`src/rtl/serial_pkg.sv`:
```
// Shared constants and helpers for the serial-4 datapath blocks.
package serial_pkg;

    localparam int ADD_CYC = 4;

    // Width of a counter that must hold 0..n-1 (never narrower than one bit).
    function automatic int cnt_w(input int n);
        return (n > 1) ? $clog2(n) : 1;
    endfunction

    localparam int DIG_W = cnt_w(ADD_CYC);

endpackage

```
`src/rtl/raster_cntr_serial.sv`:
```
// Digit/column/row raster counters for a digit-serial pixel stream, with
// in-image decode and end-of-row / end-of-image flags at word completion.
module raster_cntr_serial
    import serial_pkg::*;
#(
    parameter int IMG_SIZE = 32
) (
    input  logic             clock,
    input  logic             reset,
    input  logic             step,
    input  logic             clear,
    output logic [DIG_W-1:0] dig,
    output logic             in_img,
    output logic             word_done,
    output logic             last_col,
    output logic             last_img
);

    localparam int POS_W = cnt_w(IMG_SIZE);

    logic [POS_W-1:0] col_q, col_d;
    logic [POS_W-1:0] row_q, row_d;
    logic [DIG_W-1:0] dig_d;
    logic             dig_end;
    logic             col_end;
    logic             row_end;

    always_comb begin
        dig_end   = (dig == DIG_W'(ADD_CYC - 1));
        col_end   = (col_q == POS_W'(IMG_SIZE - 1));
        row_end   = (row_q == POS_W'(IMG_SIZE - 1));
        in_img    = (dig != '0) || (col_q != '0) || (row_q != '0);
        word_done = step && dig_end;
        last_col  = word_done && col_end;
        last_img  = last_col && row_end;
    end

    always_comb begin
        // NOTE: every signal written here gets its default first, so no path can infer a latch.
        dig_d = dig;
        col_d = col_q;
        row_d = row_q;
        if (step) begin
            if (dig_end) begin
                dig_d = '0;
                if (col_end) begin
                    col_d = '0;
                    row_d = row_end ? '0 : row_q + POS_W'(1);
                end else begin
                    col_d = col_q + POS_W'(1);
                end
            end else begin
                dig_d = dig + DIG_W'(1);
            end
        end
    end

    always_ff @(posedge clock) begin
        // NOTE: state registers use non-blocking assignments so every flop samples pre-edge values.
        if (reset || clear) begin
            dig   <= '0;
            col_q <= '0;
            row_q <= '0;
        end else begin
            dig   <= dig_d;
            col_q <= col_d;
            row_q <= row_d;
        end
    end

endmodule

```
`src/rtl/deserializer_serial_4.sv`:
```
// Reassembles 4-digit serial activations into parallel words, one pulse per pixel.
// Optional DESER_ERR_CHECK_EN: sticky err and resync on a vld_in gap inside an image.
module deserializer_serial_4
    import serial_pkg::*;
#(
    parameter int IMG_SIZE = 32,
    parameter int CH       = 64,
    parameter int BW       = 4
) (
    input  logic                          clock,
    input  logic                          reset,
    input  logic                          vld_in,
    input  logic [CH-1:0][BW-1:0]         in,
    output logic                          vld_out,
    output logic [CH-1:0][ADD_CYC*BW-1:0] out,
    output logic                          last_col,
    output logic                          last_img,
    output logic                          err
);

    typedef logic [CH-1:0][BW-1:0]               dig_vec_t;
    typedef logic [CH-1:0][(ADD_CYC-1)*BW-1:0]   part_vec_t;
    typedef logic [CH-1:0][ADD_CYC*BW-1:0]       word_vec_t;

    logic [DIG_W-1:0] dig;
    logic             in_img;
    logic             step;
    logic             clear;
    logic             word_done;
    logic             word_last_col;
    logic             word_last_img;
    dig_vec_t         dig_in;
    part_vec_t        asm_q;

    assign dig_in = in;

    // Once an image has started, digits are consumed every cycle unless a gap forces resync.
    assign step = (vld_in || in_img) && !clear;

    raster_cntr_serial #(
        .IMG_SIZE (IMG_SIZE)
    ) u_raster (
        .clock     (clock),
        .reset     (reset),
        .step      (step),
        .clear     (clear),
        .dig       (dig),
        .in_img    (in_img),
        .word_done (word_done),
        .last_col  (word_last_col),
        .last_img  (word_last_img)
    );

    // NOTE: the assembly register is left unreset; every digit slot is rewritten before it is read.
    always_ff @(posedge clock) begin
        if (step && !word_done) begin
            for (int c = 0; c < CH; c++) begin
                asm_q[c][int'(dig)*BW +: BW] <= dig_in[c];
            end
        end
    end

    always_ff @(posedge clock) begin
        if (reset) begin
            vld_out  <= 1'b0;
            out      <= '0;
            last_col <= 1'b0;
            last_img <= 1'b0;
        end else begin
            vld_out  <= word_done;
            last_col <= word_last_col;
            last_img <= word_last_img;
            if (word_done) begin
                for (int c = 0; c < CH; c++) begin
                    out[c] <= {dig_in[c], asm_q[c]};
                end
            end
        end
    end

`ifdef DESER_ERR_CHECK_EN
    assign clear = in_img && !vld_in;

    always_ff @(posedge clock) begin
        if (reset) begin
            err <= 1'b0;
        end else if (clear) begin
            err <= 1'b1;
        end
    end
`else
    assign clear = 1'b0;
    assign err   = 1'b0;
`endif

endmodule

```
`config.mk`:
```
export PLATFORM = sky130hd
export DESIGN_NAME = deserializer_serial_4
export DESIGN_NICKNAME = d
export VERILOG_FILES = /design/src/rtl/serial_pkg.sv /design/src/rtl/raster_cntr_serial.sv /design/src/rtl/deserializer_serial_4.sv
export SDC_FILE = /design/constraint.sdc
export NUM_CORES = 2
export LEC_CHECK = 0
export CAP_MARGIN = 20
export CORE_AREA = 4 4 492 494
export DETAILED_ROUTE_END_ITERATION = 7
export DIE_AREA = 0 0 496 498
export PLACE_DENSITY_LB_ADDON = 0.25
export SLEW_MARGIN = 20
export SYNTH_ARGS = -nofsm -noshare
export SYNTH_HDL_FRONTEND = slang
export SYNTH_SLANG_ARGS = --single-unit
```
`constraint.sdc`:
```
create_clock -name clock -period 33.3 [get_ports clock]
set_clock_uncertainty 0.2 [all_clocks]
set_input_delay 4.995 -clock clock [delete_from_list [all_inputs] [get_ports clock]]
set_output_delay 4.995 -clock clock [all_outputs]
set_load 0.02 [all_outputs]
```
==> results.ini <==
[worst_setup_path]
cp_data_required_time_ns = 33.76
crit_slowest_cell = buf_4
crit_path_max_incr_delay_ns = 0.81
critical_path.max_fanout = 171
startpoint_type = input pin
worst_ep_arrival_time_ns = 8.89
criticalPathCategory = in -> reg
endpoint_kind = flip-flop
crit_chain = buf_8 -> buf_12 -> buf_4 -> buf_4 -> buf_4 -> nor2_1
crit_path_frequent_cell = buf_4

[synthesis]
synth_ff_type = dfxtp_1
yosysWarningCount = 0
synthesis.instances = 5019
yosysTopAreaCellShare_pct = 35.6
synth_top_cells_by_count = dfxtp_1 (1039), nor2_1 (1031), mux2i_1 (1027)
yosys.area.top_type = edfxtp_1
syn-mean-instance-area_um2 = 12.9
syn_nets = 5289
synth_seq_cells = 1807
portion_of_the_post_synthesis_area_used_by_sequential_elements_pct = 67.8
post_synth_cell_types = 39
synth_most_common_cell = dfxtp_1
ys_async_sr_fraction_pct = 0
synth.area.top_cells = edfxtp_1 (36%), dfxtp_1 (32%), mux2i_1 (16%), and2_1 (7.4%), nor2_1 (6.0%)
netlist_area_um2 = 64700
synth_enable_flop_cells = 768

[sta]
achievable-frequency_mhz = 119
totalNegativeSetupSlack_ns = 0
max_slew_margin_pct = 27.5
period_minus_slack_ns = 8.42
drv_slew = 0
unrepaired_setup_endpoints_after_global_routing = no
report.final.setup_viol = 0
setup_slack_ns = 24.88
timing_worst_slew_pin_value_ns = 1.09
final_min_period_over_clock_period_pct = 25.3
hold_viol = 0
whs_ns = 0.241

[cts]
post_cts_hold_buffer_count = 0
cts_resized = 0
cts_root_buffer_type = clkbuf_16
ctsHtreeMaxLevel = 4
cts.clk_slew.worst_paths_ns = 0.06
cts.repair_timing.setup_buffer_count = 0
clk-insertion-delay-late_ns = 0.84
cts_tree = yes
tritoncts_num_sinks = 1807
cts_made_buffers = 191
ctsLongestPathBuffers = 3

[grt]
grt_util_met1_pct = 19.0
grt.total_usage_pct = 16.1
grt.busiest_layer = met2
met2_track_demand_over_resource_pct = 27.3
grt_antenna_before_repair = 27
grt_util_met3_pct = 6.29
grt_first_pass_wirelength_um = 295000
grt.overflow.total = 0
grt_start_max_net_pins = 172
grt_pass1_vias = 40416

[cells_and_area]
fillerInstances = 22956
final_net_count = 6507
drive_gt1_share_pct = 5.47
area_growth_pct = 34.4
utilization_pct = 36.7

[die]
pin_count = 1287
die_width_um = 496
die-area_um2 = 247000
fp.dieH_um = 498
placeableCoreArea_um2 = 237000
initial_core_utilization_pct = 27.3
row_count = 179

[detailed_routing]
detailedRoute.firstPassIterationCount = 5
drt_first_iter_violations = 2254
vias_per_cell = 4.29
route.final.wire_length_um = 208000
remaining_drc_errors = 0
vias = 41117
antenna_violating_nets_remaining = 0
wl_per_cell_um = 21.8

[run_status]
run_status = complete, no violations

[pwr]
ir_drop_uv = 74.0
power_per_cell_area_nw_per_um2 = 76.6
cellLeakagePower_nw = 29.6

[place]
number_of_buffers_inserted_by_port_buffering = 1285
dpl_worst_slack_ns = 24.04
routability_congestion_estimate = 0.795
place.detailed.hpwl_um = 139000

[worst_hold_path]
holdCritPathClass = reg -> reg

[run]
drv.max_cap_violation_count = 0

==> routing by layer <==
metal	part of all wire, %	wire length [µm]	vias up
met4	2.2	4650	16
met1	40	83100	20262
li1	-	-	19387
met2	49	101000	1179
met5	0.049	103	-
met3	9.2	19100	273
==> power breakdown <==
group / total, W / switching [W] / internal (W)
logic: 0.00145 / 0.000913 / 0.000540
clock network: 0.00210 / 0.000917 / 0.00119
registers: 0.00311 / 0.000161 / 0.00295
==> placed cells by master, fill, tap and decap left out, drive strengths merged, types with 3 or more instances in the layout <==
cell | Yosys | routed
and2 | 769 | 769
ha | 11 | 11
nand3 | 3 | 3
dfxtp | 1039 | 1039
clkdlybuf4s50 | 0 | 1284
nand2b | 4 | 4
clkbuf | 150 | 300
nand2 | 3 | 3
nor2b | 5 | 5
mux2i | 1027 | 1027
nor3b | 5 | 5
buf | 167 | 58
clkinv | 0 | 51
o21ai | 4 | 4
nor2 | 1031 | 1031
inv | 7 | 13
diode | 0 | 7
nand4 | 3 | 3
edfxtp | 768 | 768
and3 | 3 | 3
==> critical path: cells and delay by family <==
family	cells	cell delay [ns]
buf+inv	5	3.30
simple gates	1	0.12
==> final timing paths <==
kind                                startpoint                     to  slack [ns]  depth (start not counted)
hold reg to reg           asm_q[436]$_DFFE_PP_  out[580]$_SDFFE_PP0P_        0.24                          2
setup reg to reg  u_raster.dig[0]$_SDFFE_PP0P_  out[654]$_SDFFE_PP0P_       26.07                          9
setup / recovery                         reset   out[21]$_SDFFE_PP0P_       24.88                          6
hold / removal            asm_q[436]$_DFFE_PP_  out[580]$_SDFFE_PP0P_        0.24                          2
==> final cells by class <==
class | count | area [µm²] | area share [%]
inverters | 7 | 26.3 | 0.0302
diodes | 7 | 17.5 | 0.0201
clock inverters | 60 | 616 | 0.707
multi-input cells | 2888 | 19500 | 22.4
clock buffers | 300 | 5630 | 6.47
well taps | 3167 | 3960 | 4.55
flip-flops and latches | 1807 | 43900 | 50.4
repair buffers | 1342 | 13400 | 15.4
==> kinds of logic (layout without fill, tap and decap cells) <==
logic type | after synthesis | in the layout | share of synthesized area, %
fa+ha+maj | 11 | 11 | 0.213
other cells | 1 | 8 | 0.00579
simple gates | 1836 | 1836 | 13.8
flops | 1807 | 1807 | 67.8
xor+xnor | 1 | 1 | 0.0135
buf+inv | 324 | 1709 | 2.18
compound gates | 11 | 11 | 0.110
mux | 1028 | 1028 | 15.9
==> sequential cells by signal, summed over array words and instances, names as in the netlist <==
signal and count:
last_img 1, asm_q 768, u_raster.row_q 5, last_col 1, u_raster.dig 2, u_raster.col_q 5
vld_out 1, out 1024
==> through the flow <==
step / instance area, µm² / std cells / power (W)
floorplan: 64700 / 5019 / 0.00409
finish: 87000 / 9578 / 0.00667
CTS: 87000 / 9570 / 0.00678
detailed placement: 80700 / 9210 / 0.00466
global route: 87000 / 9573 / 0.00699
global placement: 80700 / 9210 / 0.00463
(Power assumes the default switching activity.)
